[src/rtl/uc_pila_if.sv]
// Control-unit bus between the microc datapath and uc_pila: opcode/flag in, datapath
// and return-stack controls out.
interface uc_pila_if #(
    parameter int unsigned OPW  = 6,
    parameter int unsigned ALUW = 3,
    parameter int unsigned SPW  = 3
);
    logic            en;
    logic [OPW-1:0]  opcode;
    logic            z;
    logic            pc_en;
    logic            s_inc;
    logic            s_inm;
    logic            we3;
    logic            wez;
    logic [ALUW-1:0] op;
    logic            s_push;
    logic            s_pop;
    logic            s_ret;
    logic [SPW-1:0]  sp_level;
    logic            halted;
    logic [1:0]      fault;

    modport master (
        output en, opcode, z,
        input  pc_en, s_inc, s_inm, we3, wez, op, s_push, s_pop, s_ret, sp_level, halted, fault
    );

    modport slave (
        input  en, opcode, z,
        output pc_en, s_inc, s_inm, we3, wez, op, s_push, s_pop, s_ret, sp_level, halted, fault
    );
endinterface

[src/rtl/uc_pila.sv]
// Single-cycle microcontroller control unit: opcode decode, call/ret depth tracking,
// halt and sticky fault reporting. Outputs are Mealy and forced to 0 while in reset.
module uc_pila #(
    parameter int unsigned OPW   = 6,
    parameter int unsigned ALUW  = 3,
    parameter int unsigned DEPTH = 4,
    parameter int unsigned SPW   = $clog2(DEPTH + 1)
) (
    input logic       clk,
    input logic       reset,
    uc_pila_if.slave  bus
);
    typedef enum logic [1:0] {StRun, StHalt, StFault} state_e;

    state_e         state_q, state_d;
    logic [SPW-1:0] sp_q, sp_d;
    logic [1:0]     fault_q, fault_d;

    logic [5:0] opc;
    assign opc = bus.opcode[5:0];

    if (OPW > 6) begin : g_opc_hi
        logic unused_opcode_hi;
        assign unused_opcode_hi = ^bus.opcode[OPW-1:6];
    end

    // Decoded controls before stall/state gating
    logic            d_pc_en, d_s_inc, d_s_inm, d_we3, d_wez, d_push, d_pop, d_ret;
    logic [ALUW-1:0] d_op;
    logic            d_halt, d_fault;
    logic [1:0]      d_code;

    always_comb begin
        d_pc_en = 1'b0;
        d_s_inc = 1'b0;
        d_s_inm = 1'b0;
        d_we3   = 1'b0;
        d_wez   = 1'b0;
        d_push  = 1'b0;
        d_pop   = 1'b0;
        d_ret   = 1'b0;
        d_op    = '0;
        d_halt  = 1'b0;
        d_fault = 1'b0;
        d_code  = 2'b00;
        casez (opc)
            6'b0100??: begin
                d_s_inm = 1'b1; d_we3 = 1'b1; d_s_inc = 1'b1; d_pc_en = 1'b1;
            end
            6'b0101??: begin
                d_we3 = 1'b1; d_wez = 1'b1; d_op = ALUW'(3'b010);
                d_s_inc = 1'b1; d_pc_en = 1'b1;
            end
            6'b0110??: begin
                d_we3 = 1'b1; d_wez = 1'b1; d_op = ALUW'(3'b011);
                d_s_inc = 1'b1; d_pc_en = 1'b1;
            end
            6'b1?????: begin
                d_we3 = 1'b1; d_wez = 1'b1; d_op = ALUW'(opc[4:2]);
                d_s_inc = 1'b1; d_pc_en = 1'b1;
            end
            6'b000000: begin
                d_s_inc = 1'b1; d_pc_en = 1'b1;
            end
            6'b000001: d_pc_en = 1'b1;
            6'b000010: begin
                d_s_inc = ~bus.z; d_pc_en = 1'b1;
            end
            6'b000011: begin
                d_s_inc = bus.z; d_pc_en = 1'b1;
            end
            6'b000100: begin
                if (sp_q < SPW'(DEPTH)) begin
                    d_push = 1'b1; d_pc_en = 1'b1;
                end else begin
                    d_fault = 1'b1; d_code = 2'b01;
                end
            end
            6'b000101: begin
                if (sp_q != '0) begin
                    d_pop = 1'b1; d_ret = 1'b1; d_pc_en = 1'b1;
                end else begin
                    d_fault = 1'b1; d_code = 2'b10;
                end
            end
            6'b000110: d_halt = 1'b1;
            default: begin
                d_fault = 1'b1; d_code = 2'b11;
            end
        endcase
    end

    always_comb begin
        state_d      = state_q;
        sp_d         = sp_q;
        fault_d      = fault_q;
        bus.pc_en    = 1'b0;
        bus.s_inc    = 1'b0;
        bus.s_inm    = 1'b0;
        bus.we3      = 1'b0;
        bus.wez      = 1'b0;
        bus.op       = '0;
        bus.s_push   = 1'b0;
        bus.s_pop    = 1'b0;
        bus.s_ret    = 1'b0;
        bus.halted   = 1'b0;
        unique case (state_q)
            StRun: begin
                // Mux selects stay visible during a stall; only the enables are gated
                bus.s_inc  = d_s_inc;
                bus.s_inm  = d_s_inm;
                bus.op     = d_op;
                bus.s_ret  = d_ret;
                bus.pc_en  = d_pc_en & bus.en;
                bus.we3    = d_we3 & bus.en;
                bus.wez    = d_wez & bus.en;
                bus.s_push = d_push & bus.en;
                bus.s_pop  = d_pop & bus.en;
                if (bus.en) begin
                    if (d_push) sp_d = sp_q + SPW'(1);
                    if (d_pop)  sp_d = sp_q - SPW'(1);
                    if (d_halt) state_d = StHalt;
                    if (d_fault) begin
                        state_d = StFault;
                        fault_d = d_code;
                    end
                end
            end
            StHalt:  bus.halted = 1'b1;
            default: ;
        endcase
        bus.sp_level = sp_q;
        bus.fault    = fault_q;
        if (!reset) begin
            bus.pc_en    = 1'b0;
            bus.s_inc    = 1'b0;
            bus.s_inm    = 1'b0;
            bus.we3      = 1'b0;
            bus.wez      = 1'b0;
            bus.op       = '0;
            bus.s_push   = 1'b0;
            bus.s_pop    = 1'b0;
            bus.s_ret    = 1'b0;
            bus.halted   = 1'b0;
            bus.sp_level = '0;
            bus.fault    = 2'b00;
        end
    end

    always_ff @(posedge clk or negedge reset) begin
        if (!reset) begin
            state_q <= StRun;
            sp_q    <= '0;
            fault_q <= 2'b00;
        end else begin
            state_q <= state_d;
            sp_q    <= sp_d;
            fault_q <= fault_d;
        end
    end
endmodule

[src/flat_wrapper.sv]
// flat-port wrapper written by rule: the top's interface ports become plain ports
module uc_pila_flat 
#(
    parameter int unsigned OPW   = 6,
    parameter int unsigned ALUW  = 3,
    parameter int unsigned DEPTH = 4,
    parameter int unsigned SPW   = $clog2(DEPTH + 1)
)
  (clk, reset, bus_en, bus_opcode, bus_z, bus_pc_en, bus_s_inc, bus_s_inm, bus_we3, bus_wez, bus_op, bus_s_push, bus_s_pop, bus_s_ret, bus_sp_level, bus_halted, bus_fault);
  uc_pila_if #(.OPW(OPW), .ALUW(ALUW), .SPW(SPW)) bus_i ();
  input logic clk;
  input logic reset;
  input wire logic [$bits(bus_i.en)-1:0] bus_en;
  input wire logic [$bits(bus_i.opcode)-1:0] bus_opcode;
  input wire logic [$bits(bus_i.z)-1:0] bus_z;
  output wire logic [$bits(bus_i.pc_en)-1:0] bus_pc_en;
  output wire logic [$bits(bus_i.s_inc)-1:0] bus_s_inc;
  output wire logic [$bits(bus_i.s_inm)-1:0] bus_s_inm;
  output wire logic [$bits(bus_i.we3)-1:0] bus_we3;
  output wire logic [$bits(bus_i.wez)-1:0] bus_wez;
  output wire logic [$bits(bus_i.op)-1:0] bus_op;
  output wire logic [$bits(bus_i.s_push)-1:0] bus_s_push;
  output wire logic [$bits(bus_i.s_pop)-1:0] bus_s_pop;
  output wire logic [$bits(bus_i.s_ret)-1:0] bus_s_ret;
  output wire logic [$bits(bus_i.sp_level)-1:0] bus_sp_level;
  output wire logic [$bits(bus_i.halted)-1:0] bus_halted;
  output wire logic [$bits(bus_i.fault)-1:0] bus_fault;
  assign bus_i.en = bus_en;
  assign bus_i.opcode = bus_opcode;
  assign bus_i.z = bus_z;
  assign bus_pc_en = bus_i.pc_en;
  assign bus_s_inc = bus_i.s_inc;
  assign bus_s_inm = bus_i.s_inm;
  assign bus_we3 = bus_i.we3;
  assign bus_wez = bus_i.wez;
  assign bus_op = bus_i.op;
  assign bus_s_push = bus_i.s_push;
  assign bus_s_pop = bus_i.s_pop;
  assign bus_s_ret = bus_i.s_ret;
  assign bus_sp_level = bus_i.sp_level;
  assign bus_halted = bus_i.halted;
  assign bus_fault = bus_i.fault;
  uc_pila #(.OPW(OPW), .ALUW(ALUW), .DEPTH(DEPTH), .SPW(SPW)) u_core (.clk(clk), .reset(reset), .bus(bus_i));
endmodule
[config.mk]
export PLATFORM = sky130hd
export DESIGN_NAME = uc_pila_flat
export DESIGN_NICKNAME = d
export VERILOG_FILES = /design/src/rtl/uc_pila_if.sv /design/src/rtl/uc_pila.sv /design/src/flat_wrapper.sv
export SDC_FILE = /design/constraint.sdc
export NUM_CORES = 1
export LEC_CHECK = 0
export BUFFER_PORTS_ARGS = -buffer_cell sky130_fd_sc_hd__buf_2
export CORE_UTILIZATION = 47
export CTS_BUF_LIST = sky130_fd_sc_hd__clkbuf_16
export DETAILED_ROUTE_END_ITERATION = 16
export GPL_ROUTABILITY_DRIVEN = 0
export GPL_TIMING_DRIVEN = 0
export PLACE_DENSITY = 0.8
export SYNTH_ARGS = -nofsm -noshare
export SYNTH_HDL_FRONTEND = slang
export SYNTH_SLANG_ARGS = --single-unit
[constraint.sdc]
create_clock -name clk -period 3.1 [get_ports clk]
set_clock_uncertainty 0.1 [all_clocks]
set_input_delay 0.93 -clock clk [delete_from_list [all_inputs] [get_ports clk]]
set_output_delay 0.93 -clock clk [all_outputs]
set_load 0.1 [all_outputs]
# Word-level counts from Yosys, hierarchy flattened
# Cells that the tools add are included.
# totals
register_bits,7
wordCells,78
output_inout_bits,17
# op_classes
eq_ne,10
muxes,43
n_lt_le_gt_ge,1
reduce_logical,13
addsub,2
bitwise_logic,6
# ops
op,n
1-bit two-way mux,29
6-bit by 3-bit equality test with 1-bit output (second input constant),3
3-bit two-way mux,5
4-bit by 3-bit equality test with 1-bit output (second input constant),3
6-bit by 2-bit equality test with 1-bit output (second input constant),2
1-bit one-hot mux with 3 select lines,3
3-bit one-hot mux with 3 select lines,1
3-bit AND reduction,3
9-bit OR reduction,1
2-bit two-way mux,4
8-bit OR reduction,1
6-bit by 1-bit equality test with 1-bit output (second input constant),1
6-bit zero test,1
2-bit one-hot mux with 3 select lines,1
1-bit bitwise AND,5
5-bit OR reduction,1
2-bit nonzero test,2
4-bit OR reduction,1
3-bit by 1-bit adder with 3-bit output (second input constant),1
3-bit < comparator (second input constant),1
3-bit nonzero test,1
3-bit OR reduction,1
3-bit by 1-bit subtractor with 3-bit output (second input constant),1
2-bit by 1-bit equality test with 1-bit output (second input constant),1
2 further kinds,2

# Longest topological paths before layout
# depth
depth_word,6
ltp_mapped,8
depth_no_buf,7

# Least setup slack after synthesis
# Ideal clock, no wire load.
# synth_path
kind,input to output
from,input port bus_opcode[5]
to,output port bus_s_push
required_ns,2.070
setup_slack_ns,-2.836
stages,4
path_buffers,1
t_arrival_ns,4.906
cell_sequence,buf_2 -> or4b_4 -> nor2_2 -> nor4b_1
# synth_via
elab_chain_len,5
# synth_lines
item,line_no,text
start: declaration,flat_wrapper.sv:14,input wire logic [$bits(bus_i.opcode)-1:0] bus_opcode;
6-bit by 3-bit equality test with 1-bit output,uc_pila.sv:46,casez (opc)
1-bit two-way mux,uc_pila.sv:46,
1-bit bitwise AND,uc_pila.sv:117,bus.s_push = d_push & bus.en;
1-bit two-way mux,uc_pila.sv:107,unique case (state_q)
1-bit two-way mux,uc_pila.sv:134,if (!reset) begin
end: declaration,flat_wrapper.sv:22,output wire logic [$bits(bus_i.s_push)-1:0] bus_s_push;
# No other way between the ends.

# Worst setup path in the final report
# layout_path
from,input port bus_opcode[4]
to,output port bus_s_ret
# layout_via
elab_chain_len,4
# layout_lines
item,line_no,text
6-bit by 3-bit equality test with 1-bit output,uc_pila.sv:46,
1-bit two-way mux,uc_pila.sv:46,
1-bit two-way mux,uc_pila.sv:107,
1-bit two-way mux,uc_pila.sv:134,
end: declaration,flat_wrapper.sv:24,output wire logic [$bits(bus_i.s_ret)-1:0] bus_s_ret;
# No other way between the ends.

==> flow_metrics.tcl <==
set metrics [dict create \
    status "finished, violations left" \
    violations "negative setup slack" \
    via_count 807 \
    min_period_ns 3.326 \
    syn_inst 84 \
    initial_utilization_pct 51.57 \
    final-setup-viol-count 4 \
    clock_latency_ns 0.24 \
    postRouteAntennaNets 0 \
    portBuffers 22 \
    htree_levels 1 \
    drive_above_1_share_pct 48.28 \
    netlist_top_cells_count "7 x a21oi_1, 7 x dfrtp_1, 7 x inv_1, 7 x nor2_1" \
    arrival_ns 2.30 \
    antennaDiodeCount 0 \
    cts_tree "done" \
    synth_area_sq_um 679.4 \
    cap_violations 0 \
    cts.sinks 7 \
    die_h_um 40.02 \
    synth_top_area_share_pct 25.78 \
    synthTopCellsByArea "dfrtp_1 26%, a21oi_1 5.2%, and2_1 4.6%" \
    wl_um 2388 \
    ff_latch_area_sq_um 175.2 \
    r2r-end "u_core.sp_q[2]" \
    slew_violations 0 \
    rows 13 \
    drc 0 \
    async_reset_ff_share_pct 100.0 \
    grt_pass1_vias 732 \
    r2r_setup_slack_ns 0.94 \
    ys_seq_area_share_pct 25.78 \
    r2r-start "u_core.sp_q[2]" \
    r2r_cells 6 \
    grt_antenna_before_repair 0 \
    grt-ovfl-total 0 \
    hold_ws_ns 0.4483 \
    fin_ws_ns -0.2255 \
    clk_path_buf_depth 2 \
    areaGrowthSynthToFinish_pct 73.30 \
    grt_max_degree 16 \
    p_leak_nw 0.5185 \
    yosysTopAreaCell "dfrtp_1" \
    syn-num-nets 95 \
    cts_hold_buf 0 \
    power_density_mw_per_mm2 477.7 \
    hold_violations 0 \
    timing.fmax_mhz 300.7 \
    critPathCaptureType "primary output" \
    place_hpwl_um 1262 \
    final_net_count 128 \
    slew_headroom_pct 67.67 \
    dr.pass1.iters 4 \
    synth-edff-count 0 \
    ys_ff_latch 7 \
    viasPerCell 6.160 \
    cts_buffers 3 \
    ys_types 38 \
    hp-class "in2async" \
    clk_pin_slew_ns 0.04 \
    ir_worst_vdd_mv 0.2952 \
    required_ns 2.07 \
    power_uw 562.4 \
    crit_fanout 4 \
    finalCritPeriodShare_pct 107.3 \
    cp-start-kind "input port" \
    grt_pass1_wl_um 3408 \
    grt_usage_pct 32.91 \
    drt_iter0_markers 25 \
    n_fill_cell 63 \
    root_buffer "clkbuf_16" \
    rsz0062_at_grt "true" \
    multiInputGateArea_sq_um 584.3 \
    die_area_sq_mm 0.001602 \
    die_w_um 40.02 \
    core_sq_mm 0.001318 \
    synth.avg_cell_area_sq_um 8.088 \
    crit_type "in2out" \
    synthFlopType "dfrtp_1" \
    wire_per_inst_um 18.23 \
    tightest_slew_ns 0.4883 \
    pin_count 27 \
    ys_warn_count 0 \
]
==> timing repair <==
| item | in CTS | in global routing |
|---|---|---|
| cloned | 0 | 0 |
| endpoints found under the setup margin | 11 | 9 |
| resized for setup | 38 | 4 |
| endpoints found under the hold margin | 0 | 0 |
| pin swaps | 4 | 3 |
| setup buffers | 5 | 1 |
==> worst max path at each step <==
stage,startpoint,to,cells after the start
after global placement,reset,bus_s_push,5
after CTS,bus_opcode[4],bus_s_push,5
after floorplan,bus_opcode[3],bus_s_push,4
after global routing,bus_opcode[4],bus_s_ret,6
final,bus_opcode[4],bus_s_ret,6
after detailed placement,reset,bus_s_push,5
==> kinds of logic (layout without fill, tap and decap cells) <==
| family | after synthesis | count (layout) | synth area share [%] |
|---|---|---|---|
| simple gates | 38 | 38 | 35.55 |
| compound gates | 24 | 24 | 23.94 |
| buf+inv | 11 | 43 | 7.735 |
| flops | 7 | 7 | 25.78 |
| xor+xnor | 2 | 2 | 2.579 |
| fa+ha+maj | 1 | 1 | 2.947 |
| mux | 1 | 1 | 1.473 |
==> layout by cell type (no fill, tap or decap), types with 2 or more instances in the layout <==
cell type	netlist	routed
nor2_1	7	3
nor2_4	0	3
inv_1	7	8
a21oi_4	0	3
buf_6	1	7
nor2b_1	5	4
o21bai_1	3	3
buf_8	0	2
and2_1	5	5
a21oi_1	7	4
nor2_2	1	2
nand2_1	4	3
a211oi_1	3	3
buf_12	0	3
buf_4	0	9
buf_2	3	10
nand2_2	1	2
dfrtp_1	7	7
nand3_1	3	3
clkbuf_16	0	3
==> where the power goes <==
group	leakage (nW)	internal [mW]	switching [mW]
clock network	0.0423	0.168	0.0557
logic	0.399	0.0629	0.150
registers	0.0771	0.104	0.0217
total	0.518	0.335	0.228
==> cell type report <==
class	instances	share of cell area, %
multi-input combinational	66	49.63
timing repair buffer	28	21.68
sequential	7	14.88
clock buffer	3	6.376
buffer	4	3.294
inverter	7	2.232
tap	15	1.594
clock inverter	1	0.3188
==> stage by stage <==
| step | util [%] | TNS, ns | worst slack [ns] | instances | area [sq um] |
|---|---|---|---|---|---|
| floorplan | - | -2.486 | -0.7174 | 84 | 769.5 |
| global placement | 68.19 | -3.542 | -0.5474 | 121 | 898.4 |
| detailed placement | 68.19 | -3.631 | -0.5623 | 121 | 898.4 |
| CTS | 87.46 | -0.7302 | -0.1922 | 130 | 1152 |
| global route | 89.36 | -0.8972 | -0.2496 | 131 | 1177 |
| finish | 89.36 | -0.7972 | -0.2255 | 131 | 1177 |
==> critical path, cell delays in order <==
cell      delay (ns)
buf_8           0.10
or4b_4          0.55
nor2_4          0.17
o311ai_4        0.14
nor2_2          0.20
buf_12          0.20
==> per-layer routing <==
layer  share of wire, %  vias up  GRT usage, %
met3                7.0        9         7.222
met1                 39      377         37.92
met4                2.8        0         18.97
met2                 51       47         55.24
li1                   -      374             -
met5                  0        -             0
==> registers in the layout, summed over array words and instances, names as in the netlist <==
name / cells
u_core.state_q: 2
u_core.fault_q: 2
u_core.sp_q: 3
(Power assumes the default switching activity.)
